[config.mk]
export PLATFORM = sky130hd
export DESIGN_NAME = iter_right_shifter
export DESIGN_NICKNAME = d
export VERILOG_FILES = /design/src/rtl/iter_right_shifter.sv
export SDC_FILE = /design/constraint.sdc
export NUM_CORES = 1
export LEC_CHECK = 0
export CAP_MARGIN = 20
export CORE_MARGIN = 1
export CORE_UTILIZATION = 55
export CTS_CLUSTER_SIZE = 16
export DETAILED_ROUTE_END_ITERATION = 8
export PLACE_DENSITY_LB_ADDON = 0.3
export SYNTH_ARGS = -nofsm -noshare
export SYNTH_HDL_FRONTEND = slang
export SYNTH_SLANG_ARGS = --single-unit
[constraint.sdc]
create_clock -name clock -period 4.7 [get_ports clock]
set_input_delay 0.47 -clock clock [delete_from_list [all_inputs] [get_ports clock]]
set_output_delay 0.47 -clock clock [all_outputs]
set_load 0.02 [all_outputs]
[src/rtl/iter_right_shifter.sv]
// Multi-cycle right shifter: walks a 5-bit shift amount down in steps of 4 and 1,
// one step per clock, with zero-fill or sign-fill and a start/busy/done handshake.
module iter_right_shifter #(
  parameter int WIDTH = 32
) (
  input  logic             clock,
  input  logic             reset_n,
  input  logic             start,
  input  logic [WIDTH-1:0] A,
  input  logic [4:0]       shamt,
  input  logic             arith,
  output logic [WIDTH-1:0] result,
  output logic             busy,
  output logic             done
);

  typedef enum logic {IDLE, SHIFT} state_t;

  state_t           state, state_n;
  logic [WIDTH-1:0] work, work_n;
  logic [4:0]       cnt, cnt_n;
  logic             fill, fill_n;
  logic [WIDTH-1:0] result_n;
  logic             busy_n, done_n;

  function automatic logic [WIDTH-1:0] shr4(input logic [WIDTH-1:0] v, input logic f);
    return {{4{f}}, v[WIDTH-1:4]};
  endfunction

  function automatic logic [WIDTH-1:0] shr1(input logic [WIDTH-1:0] v, input logic f);
    return {f, v[WIDTH-1:1]};
  endfunction

  always_ff @(posedge clock or negedge reset_n) begin
    if (!reset_n) begin
      state  <= IDLE;
      work   <= '0;
      cnt    <= '0;
      fill   <= 1'b0;
      result <= '0;
      busy   <= 1'b0;
      done   <= 1'b0;
    end else begin
      state  <= state_n;
      work   <= work_n;
      cnt    <= cnt_n;
      fill   <= fill_n;
      result <= result_n;
      busy   <= busy_n;
      done   <= done_n;
    end
  end

  always_comb begin
    state_n  = state;
    work_n   = work;
    cnt_n    = cnt;
    fill_n   = fill;
    result_n = result;
    busy_n   = busy;
    done_n   = 1'b0;
    unique case (state)
      IDLE: begin
        // Operands are captured only here; later input changes cannot leak in.
        if (start) begin
          work_n  = A;
          cnt_n   = shamt;
          fill_n  = arith & A[WIDTH-1];
          busy_n  = 1'b1;
          state_n = SHIFT;
        end
      end
      SHIFT: begin
        if (cnt >= 5'd4) begin
          work_n = shr4(work, fill);
          cnt_n  = cnt - 5'd4;
        end else if (cnt != 5'd0) begin
          work_n = shr1(work, fill);
          cnt_n  = cnt - 5'd1;
        end else begin
          result_n = work;
          done_n   = 1'b1;
          busy_n   = 1'b0;
          state_n  = IDLE;
        end
      end
      default: state_n = IDLE;
    endcase
  end

endmodule

==> results.py <==
metrics = {
    "clock_network": {
        "holdBufCountCts": 0,
        "cts_buffers": 9,
        "htreeDepth": 3,
        "insertion_delay_ns": 0.35,
        "clk_pin_slew_ns": 0.08,
        "cts_sinks": 73,
        "root_buffer": "clkbuf_8",
        "post_cts_buffers": 0,
        "cts_resized": 0,
        "clk_path_buf_depth": 2,
        "cts_tree": "built",
    },
    "layout": {
        "final_area_mm2": 0.004622,
        "area_delta_synth_final_pct": 26.29,
        "layout.nets": 493,
        "layout-drive-gt1-share_pct": 11.26,
        "final_cell_mix": "120 x nand2_1, 73 x dfrtp_1, 73 x clkdlybuf4s50_1",
        "final_common_cell": "nand2_1",
        "num_antenna_cells": 0,
        "finalNonFillerCells": 530,
    },
    "timing": {
        "report.final.setup_viol": 0,
        "grt_setup_unrepaired": "false",
        "drv_slew": 0,
        "tightestPinTransition_ns": 1.109,
        "slew_headroom_pct": 25.83,
        "layout_worst_path_cycle_share_pct": 69.63,
        "fin_tns_setup_ns": 0,
        "clock_skew_ns": 0.003897,
        "fin_ws_ns": 1.427,
        "period_minus_slack_ns": 3.273,
        "holdWs_ns": 0.1994,
        "finalHoldViolations": 0,
        "fmax_mhz": 305.5,
    },
    "grt": {
        "grt_max_degree": 53,
        "antenna_found_initial": 0,
        "overflow": 0,
        "grt_pass1_vias": 3041,
        "track_usage_pct": 27.36,
        "grt_pass1_wl_um": 15190,
    },
    "placed_design": {
        "io_buffer_count": 74,
        "gp_congestion": 0.7717,
        "dp_cells": 514,
        "hpwl_um": 5677,
        "place_ws_ns": 1.504,
        "dpl_cell_area_mm2": 0.004363,
    },
    "setup_path": {
        "cp_max_fo": 52,
        "arrival_ns": 3.56,
        "path_class": "reg2reg",
        "end_kind": "flop",
        "crit_path_start_kind": "flop",
        "crit_required_ns": 4.99,
    },
    "floorplanning": {
        "rows": 29,
        "core-area_mm2": 0.006386,
        "die_x_um": 83.57,
        "boundaryPins": 75,
        "die-area_mm2": 0.006984,
        "die_y_um": 83.57,
        "start_util_pct": 57.31,
    },
    "routing": {
        "drc_errors": 0,
        "first_pass_iters": 4,
        "vias_per_cell": 5.994,
        "wire_per_inst_um": 16.75,
        "drt_wl_total_um": 8880,
        "drtAntennaViolNets": 0,
        "drt-initial-drc-count": 286,
        "vias": 3177,
    },
    "pwr": {
        "p_leak_uw": 0.002094,
        "vdd_drop_max_mv": 0.5717,
        "powerDensity_mw_per_mm2": 633.7,
    },
    "logic_synthesis": {
        "synth_top_area_cell": "dfrtp_1",
        "synth_seq_cells": 73,
        "synth_nets": 433,
        "synth.avg_cell_area_um2": 9.432,
        "synth_top_area_share_pct": 49.91,
        "yosysWarnings": 0,
        "ys.flop_type": "dfrtp_1",
        "synth_cells": 388,
        "synth-edff-count": 0,
        "async_flop_share_pct": 100.0,
        "synth_area_leaders": "dfrtp_1 50%, nand2_1 12%, mux2_2 5.2%",
        "synth_cell_types": 38,
        "synth.yosys.seq_area_share_pct": 49.91,
        "syn-cell-area_mm2": 0.003660,
    },
    "hold_path": {
        "hold_path_class": "in2async",
    },
    "status": {
        "status": "completed",
    },
    "job": {
        "maxCapViolCount": 0,
    },
}
-- synth_stat cells, drive strengths merged, types with 2 or more instances --
| master | number |
|---|---|
| a21oi | 32 |
| o2bb2ai | 5 |
| inv | 8 |
| clkbuf | 12 |
| o22a | 3 |
| nor2 | 15 |
| ha | 4 |
| a31oi | 9 |
| buf | 18 |
| a22oi | 10 |
| nand3 | 20 |
| mux2i | 3 |
| o31ai | 2 |
| a221o | 19 |
| dfrtp | 73 |
| o21ai | 6 |
| mux2 | 17 |
| nand2 | 120 |
| o22ai | 3 |
-- cell type report --
cell class | count | area [um^2]
Sequential cell | 73 | 1827
Fill cell | 460 | 1764
Multi-Input combinational cell | 276 | 1630
Timing Repair Buffer | 79 | 773.2
Clock buffer | 11 | 131.4
Clock inverter | 5 | 127.6
Tap cell | 77 | 96.34
Inverter | 9 | 36.28
-- power breakdown --
| part | leakage, uW | internal, uW | switching, uW |
|---|---|---|---|
| clock | 0.000124 | 407 | 236 |
| sequential | 0.000943 | 872 | 246 |
| combinational | 0.00103 | 551 | 617 |
| total | 0.00209 | 1830 | 1100 |
-- critical path, stage by stage, from the launching register on --
cell	delay [ns]
dfrtp_1	0.94
nand3_1	0.87
nand2b_1	0.43
inv_2	0.65
nand2_1	0.18
nand2_1	0.11
-- cells by family (layout without fill, tap and decap cells) --
family,Yosys count,count (layout),share of synthesized area [%]
simple gates,157,157,17.33
buf+inv,39,104,5.538
fa+ha+maj,4,4,1.368
mux,20,20,6.051
flops,73,73,49.91
compound gates,95,95,19.80
-- registers in the layout (all words and copies together) (netlist names) --
name / cells
fill: 1
cnt: 5
state: 1
result: 32
work: 32
done: 1
busy: 1
-- metal layers --
| metal | vias up | share of wire [%] | global-route usage [%] | wire, um |
|---|---|---|---|---|
| met1 | 1558 | 43 | 37.93 | 3798 |
| met3 | 10 | 6.4 | 5.440 | 568 |
| met5 | - | 0 | 0 | 0 |
| li1 | 1476 | - | - | - |
| met4 | 0 | 1.0 | 6.317 | 93 |
| met2 | 133 | 50 | 44.72 | 4420 |
-- final timing paths --
check / startpoint / to / slack [ns] / cells after the start
worst max-delay path: state$_DFF_PN0_ / result[3]$_DFFE_PN0P_ / 1.43 / 5
worst min-delay path: reset_n / result[0]$_DFFE_PN0P_ / 0.20 / 1
max in group asynchronous: reset_n / work[18]$_DFFE_PN0P_ / 3.49 / 2
worst max register to register: state$_DFF_PN0_ / result[3]$_DFFE_PN0P_ / 1.43 / 5
worst min register to register: result[0]$_DFFE_PN0P_ / result[0]$_DFFE_PN0P_ / 0.48 / 2
min in group clock: result[0]$_DFFE_PN0P_ / result[0]$_DFFE_PN0P_ / 0.48 / 2
-- stage by stage --
stage,util [%],power [uW]
floorplan,-,1889
global placement,68.32,2228
detailed placement,68.32,2279
CTS,72.37,2925
global route,72.37,3113
finish,72.37,2929
No activity file was read; power rests on OpenSTA's default activity.
